**src/rtl/led_matrix_pkg.sv**
```systemverilog
// Shared types and constants for the LED matrix serial front-end.
// Optional build macro: RX_GLITCH_FILTER_EN (see sync_edge_det).
package led_matrix_pkg;

    localparam int NLEDS_DEFAULT = 64;

    typedef enum logic [1:0] {
        IDLE,
        SHIFT,
        FULL
    } rx_state_t;

    function automatic int cnt_width(input int n);
        return $clog2(n + 1);
    endfunction

endpackage

```
**src/rtl/sync_edge_det.sv**
```systemverilog
// Async pin synchroniser with a rising-edge detector.
// RX_GLITCH_FILTER_EN adds a 2-sample agreement filter on the level.
module sync_edge_det #(
    parameter int SYNC_STAGES = 2
) (
    input  logic clk,
    input  logic reset,
    input  logic pin_i,
    output logic level_o,
    output logic rise_o
);

    logic [SYNC_STAGES-1:0] sync_q;
    logic                   hist_q;
    logic                   init_q;
    logic                   armed_q;
    logic                   lvl;

`ifdef RX_GLITCH_FILTER_EN
    logic filt_q;

    // Level follows the synchroniser only after two equal samples
    always_ff @(posedge clk or posedge reset) begin
        if (reset) begin
            filt_q <= 1'b0;
        end else if (sync_q[SYNC_STAGES-1] == sync_q[SYNC_STAGES-2]) begin
            filt_q <= sync_q[SYNC_STAGES-1];
        end
    end

    assign lvl = filt_q;
`else
    assign lvl = sync_q[SYNC_STAGES-1];
`endif

    // Synchroniser chain, edge history, and arming on a seen-low pin
    always_ff @(posedge clk or posedge reset) begin
        if (reset) begin
            sync_q  <= '0;
            hist_q  <= 1'b0;
            init_q  <= 1'b0;
            armed_q <= 1'b0;
        end else begin
            sync_q  <= {sync_q[SYNC_STAGES-2:0], pin_i};
            hist_q  <= lvl;
            init_q  <= 1'b1;
            armed_q <= armed_q | (init_q & ~sync_q[0]);
        end
    end

    assign level_o = lvl;
    assign rise_o  = lvl & ~hist_q & armed_q;

endmodule

```
**src/rtl/serial_frame_rx.sv**
```systemverilog
// Serial frame receiver feeding the LED column scanner's vbuf.
// Optional build macro: RX_GLITCH_FILTER_EN (edge glitch filter).
module serial_frame_rx
    import led_matrix_pkg::*;
#(
    parameter  int NLEDS       = NLEDS_DEFAULT,
    parameter  int SYNC_STAGES = 2,
    localparam int CNTW        = cnt_width(NLEDS)
) (
    input  logic             clk,
    input  logic             reset,
    input  logic             ser_din,
    input  logic             ser_dclk,
    input  logic             ser_strobe,
    output logic [NLEDS-1:0] vbuf,
    output logic             frame_valid,
    output logic             frame_err,
    output logic [CNTW-1:0]  bit_count,
    output logic             rx_busy
);

    localparam logic [CNTW-1:0] FULL_CNT = CNTW'(NLEDS);

    logic din_s, din_rise_unused;
    logic dclk_rise, dclk_lvl_unused;
    logic strb_rise, strb_lvl_unused;

    rx_state_t        state_q, state_d;
    logic [CNTW-1:0]  count_q, count_d;
    logic             ovr_q, ovr_d;
    logic [NLEDS-1:0] shreg_q, shreg_d;
    logic [NLEDS-1:0] vbuf_q, vbuf_d;
    logic             fv_q, fv_d;
    logic             fe_q, fe_d;

    sync_edge_det #(.SYNC_STAGES(SYNC_STAGES)) u_din (
        .clk(clk), .reset(reset), .pin_i(ser_din),
        .level_o(din_s), .rise_o(din_rise_unused)
    );

    sync_edge_det #(.SYNC_STAGES(SYNC_STAGES)) u_dclk (
        .clk(clk), .reset(reset), .pin_i(ser_dclk),
        .level_o(dclk_lvl_unused), .rise_o(dclk_rise)
    );

    sync_edge_det #(.SYNC_STAGES(SYNC_STAGES)) u_strb (
        .clk(clk), .reset(reset), .pin_i(ser_strobe),
        .level_o(strb_lvl_unused), .rise_o(strb_rise)
    );

    // Receiver state, counters, shift register and display buffer
    always_ff @(posedge clk or posedge reset) begin
        if (reset) begin
            state_q <= IDLE;
            count_q <= '0;
            ovr_q   <= 1'b0;
            shreg_q <= '0;
            vbuf_q  <= '0;
            fv_q    <= 1'b0;
            fe_q    <= 1'b0;
        end else begin
            state_q <= state_d;
            count_q <= count_d;
            ovr_q   <= ovr_d;
            shreg_q <= shreg_d;
            vbuf_q  <= vbuf_d;
            fv_q    <= fv_d;
            fe_q    <= fe_d;
        end
    end

    // Shift/count first, then length check and latch on the post-shift view
    always_comb begin
        state_d = state_q;
        count_d = count_q;
        ovr_d   = ovr_q;
        shreg_d = shreg_q;
        vbuf_d  = vbuf_q;
        fv_d    = 1'b0;
        fe_d    = 1'b0;
        if (dclk_rise) begin
            shreg_d = {shreg_q[NLEDS-2:0], din_s};
            unique case (state_q)
                IDLE: begin
                    count_d = CNTW'(1);
                    state_d = SHIFT;
                end
                SHIFT: begin
                    count_d = count_q + 1'b1;
                    if (count_d == FULL_CNT) begin
                        state_d = FULL;
                    end
                end
                FULL: begin
                    ovr_d = 1'b1;
                end
                default: begin
                    state_d = IDLE;
                end
            endcase
        end
        if (strb_rise) begin
            if (count_d == FULL_CNT && !ovr_d) begin
                vbuf_d = shreg_d;
                fv_d   = 1'b1;
            end else begin
                fe_d = 1'b1;
            end
            count_d = '0;
            ovr_d   = 1'b0;
            state_d = IDLE;
        end
    end

    assign vbuf        = vbuf_q;
    assign frame_valid = fv_q;
    assign frame_err   = fe_q;
    assign bit_count   = count_q;
    assign rx_busy     = (count_q != '0);

endmodule

```
**config.mk**
```make
export PLATFORM = sky130hd
export DESIGN_NAME = serial_frame_rx
export DESIGN_NICKNAME = d
export VERILOG_FILES = /design/src/rtl/led_matrix_pkg.sv /design/src/rtl/sync_edge_det.sv /design/src/rtl/serial_frame_rx.sv
export SDC_FILE = /design/constraint.sdc
export NUM_CORES = 1
export LEC_CHECK = 0
export CORE_MARGIN = 2
export CORE_UTILIZATION = 25
export CTS_CLUSTER_SIZE = 10
export DETAILED_ROUTE_END_ITERATION = 10
export GPL_TIMING_DRIVEN = 0
export PLACE_DENSITY = 0.42
export SLEW_MARGIN = 15
export SYNTH_ARGS = -nofsm -noshare
export SYNTH_HDL_FRONTEND = slang
export SYNTH_SLANG_ARGS = --single-unit
```
**constraint.sdc**
```tcl
create_clock -name clk -period 8.44 [get_ports clk]
set_clock_uncertainty 0.15 [all_clocks]
set_input_delay 2.532 -clock clk [delete_from_list [all_inputs] [get_ports clk]]
set_output_delay 2.532 -clock clk [all_outputs]
set_load 0.1 [all_outputs]
```
==> results by group <==
Status
  – Status: complete, no violations

Logic synthesis
  – Post-synth cell types: 38
  – XOR/XNOR share of the synthesized area: less than 1%
  – Avg Synthesized Cell Area: 11.3 um^2
  – Post-Synthesis Net Count: between 500 and 600
  – Top-count cell post-synth: nand2_1
  – Largest family of logic cells by synthesized area: simple AND/OR/NAND/NOR gates
  – Mux contribution to synthesized area: approximately 12%
  – Synthesis-stage register bit count: roughly 150
  – Synth warn: 0
  – Synth async-reset ratio: between 90% and 100%
  – EDFF count, synth: 0
  – Synthesized area: ~5900 um^2
  – Simple-gate area share of the yosys netlist: around 16%
  – Adder-cell share of the synthesized area: 0.424%
  – Synth area leaders: dfrtp_1 64%, nand2_1 13%, mux2_2 11%
  – Share of the synthesized area in the top cell type: a little under two thirds
  – Commonest register cell after synthesis: dfrtp_1
  – Post-synthesis sequential area ratio: 64.0%
  – Post-synth top cells: 202 x nand2_1, 151 x dfrtp_1, 59 x mux2_2
  – Leading area contributor after synthesis: dfrtp_1
  – Complex-gate fraction of the synthesized area: between 3 and 4%
  – Cells after Synth: between 500 and 600

Place
  – Placed cells: about 900
  – Placed inst area: around 7100 um^2
  – I/O Buffers: 78
  – DP Wirelength: a little over 8000 um
  – GP Congestion: 0.755

Critical path
  – Startpoint Class: flip-flop
  – Worst Setup Path Type: reg -> out
  – Path depth of the worst reg2reg path: 8
  – Worst endpoint data arrival time: roughly 2500 ps
  – Crit path max fanout: 6
  – CP required: approximately 5800 ps
  – Worst setup EP type: output pin

STA
  – Fmax: roughly 190 MHz
  – Tcrit/Tclk final: approximately three fifths
  – Slew @ Worst Pin: roughly 1100 ps
  – Final Critical Period: ~5200 ps
  – Setup violations, final: 0
  – Final Hold Fails: 0
  – Max Slew Vio Count: 0
  – Worst hold slack: around 200 ps
  – Unrepaired setup endpoints after global routing: no
  – Slew margin rel.: 29.2%

Floorplan
  – Die ar.: ~25,000 um^2
  – Num rows: between 50 and 60
  – Initial Utilization: 25.3%
  – Core Area: 23,300 um^2
  – I/O Pins: 79
  – Die width: 158 um
  – Chip height: around 160 um

Detailed routing
  – Pre-antenna DRT Iters: 4
  – Vias: about 3,900
  – Final WL: around 12,000 um
  – DR WL/cell: 12.9 um
  – Antenna-violating nets left: 0
  – Drt drc: 0
  – Initial DRC Count: 133
  – Post-DR vias/cell: between 4 and 5

Layout
  – Area grow syn2layout: 30.4%
  – Non-Filler Instances: around 950
  – Layout cells sized above 1: 16.8%
  – Design Area, Final: about 7700 um^2
  – Final nets: 628
  – Diodes inserted: 0

Pwr
  – Tot Pwr: between 1500 and 2000 uW
  – P per Cell Area: between 200 and 250 nW/um^2
  – Pleak: roughly 0.0038 uW
  – Max IR drop VDD: 0.000119 V

Clock network
  – PostCTS Resize Cnt: 0
  – Clock Tree Buf Depth: 2
  – Clk_lat worst skew: 410 ps
  – Post-CTS Setup Inserts: 0
  – TritonCTS clock tree: done
  – CTS sink cnt: roughly 150
  – CTS root buffer: clkbuf_16
  – Post-CTS Hold Fix Bufs: 0
  – TritonCTS Buffers: 17
  – H-tree Lvls: 4
  – CTS clk-pin slew, worst paths: around 60 ps

GRT
  – Grt ovf: 0
  – GRT Util Overall: between 10% and 20%
  – Number of global-route vias before repair: roughly 4,000
  – Antenna violations before repair: 0
  – Largest net degree at the start of global routing: 94
  – First-pass GRT wire length: just over 20,000 um

Min path
  – Worst hold path depth: 0
  – Min-delay worst type: reg -> reg

Job
  – Maxcap violations: 0
[logic make-up after synthesis]
family / count (synthesis)
multiplexers: 64
adder cells (fa/ha/maj): 2
XOR/XNOR: 3
AO/OA/AOI/OAI: 29
flip-flops: 151
other: 1
AND/OR/NAND/NOR: 238
buffers and inverters: 34
[through the flow]
step / util [%] / setup TNS (ps) / setup slack, ps
5_1_grt: 33.0 / 0 / 3110
4_1_cts: 33.0 / 0 / 3200
3_5_place_dp: 30.6 / 0 / 3650
6_report: 33.0 / 0 / 3220
3_3_place_gp: 30.4 / -70100 / -479
2_1_floorplan: - / 0 / 1690
[worst max-delay path, stage by stage, from the launching register on]
cell and delay, ps:
dfrtp_1 450, inv_1 110, ha_1 210, nor4b_1 140, nand2_1 80, clkdlybuf4s50_1 1130
[registers in the layout, indices dropped and copies added, names as in the netlist]
signal,count
shreg_q,64
state_q,2
u_strb.hist_q,1
u_strb.armed_q,1
u_dclk.sync_q,2
frame_err,1
u_dclk.armed_q,1
u_dclk.hist_q,1
bit_count,7
u_strb.sync_q,2
u_dclk.init_q,1
vbuf,64
frame_valid,1
u_din.sync_q,2
ovr_q,1
[layer usage]
| metal | up-vias | share of wire [%] | GRT usage [%] |
|---|---|---|---|
| met1 | 1918 | 46 | 13.4 |
| met4 | 0 | 1.1 | 3.64 |
| met2 | 75 | 46 | 16.4 |
| met5 | - | 0 | 0 |
| met3 | 11 | 6.4 | 4.19 |
| li1 | 1905 | - | - |
[cell usage in the layout, fill, tap and decap left out, types with 5 or more instances in the layout]
| cell | netlist | layout |
|---|---|---|
| mux2_1 | 5 | 5 |
| a21oi_1 | 7 | 7 |
| nand2_1 | 202 | 202 |
| clkbuf_16 | 0 | 17 |
| inv_1 | 8 | 7 |
| clkbuf_1 | 12 | 12 |
| nand3_1 | 6 | 6 |
| dfrtp_1 | 151 | 151 |
| mux2_2 | 59 | 59 |
| buf_1 | 5 | 5 |
| buf_6 | 7 | 7 |
| nor2_1 | 10 | 10 |
| clkdlybuf4s50_1 | 0 | 78 |
| a21o_1 | 5 | 5 |
[path summary, 6_finish.rpt]
check	from	to	slack (ps)
min in group asynchronous	reset	shreg_q[50]	2390
max in group asynchronous	reset	shreg_q[14]	4960
worst max register to register	bit_count[0]	vbuf[48]	5410
worst min register to register	u_din.sync_q[0]	u_din.sync_q[1]	200
worst max-delay path	bit_count[0]	rx_busy	3220
worst min-delay path	u_din.sync_q[0]	u_din.sync_q[1]	200
[report_power, final]
part,internal [uW],total [uW],switching (uW)
logic,20.7,87.2,66.6
clock network,440,737,297
registers,743,754,10.9
[area by class of cell]
type                       instances  area (um^2)
clock buffer                      18          439
fill                            2319        15600
sequential                       151         3780
timing repair buffer              80          823
inverter                           8         37.5
buffer                            26          153
tap                              319          399
multi-input combinational        337         1950
clock inverter                    12          129
Note: power is estimated with default switching activity, not from simulation.
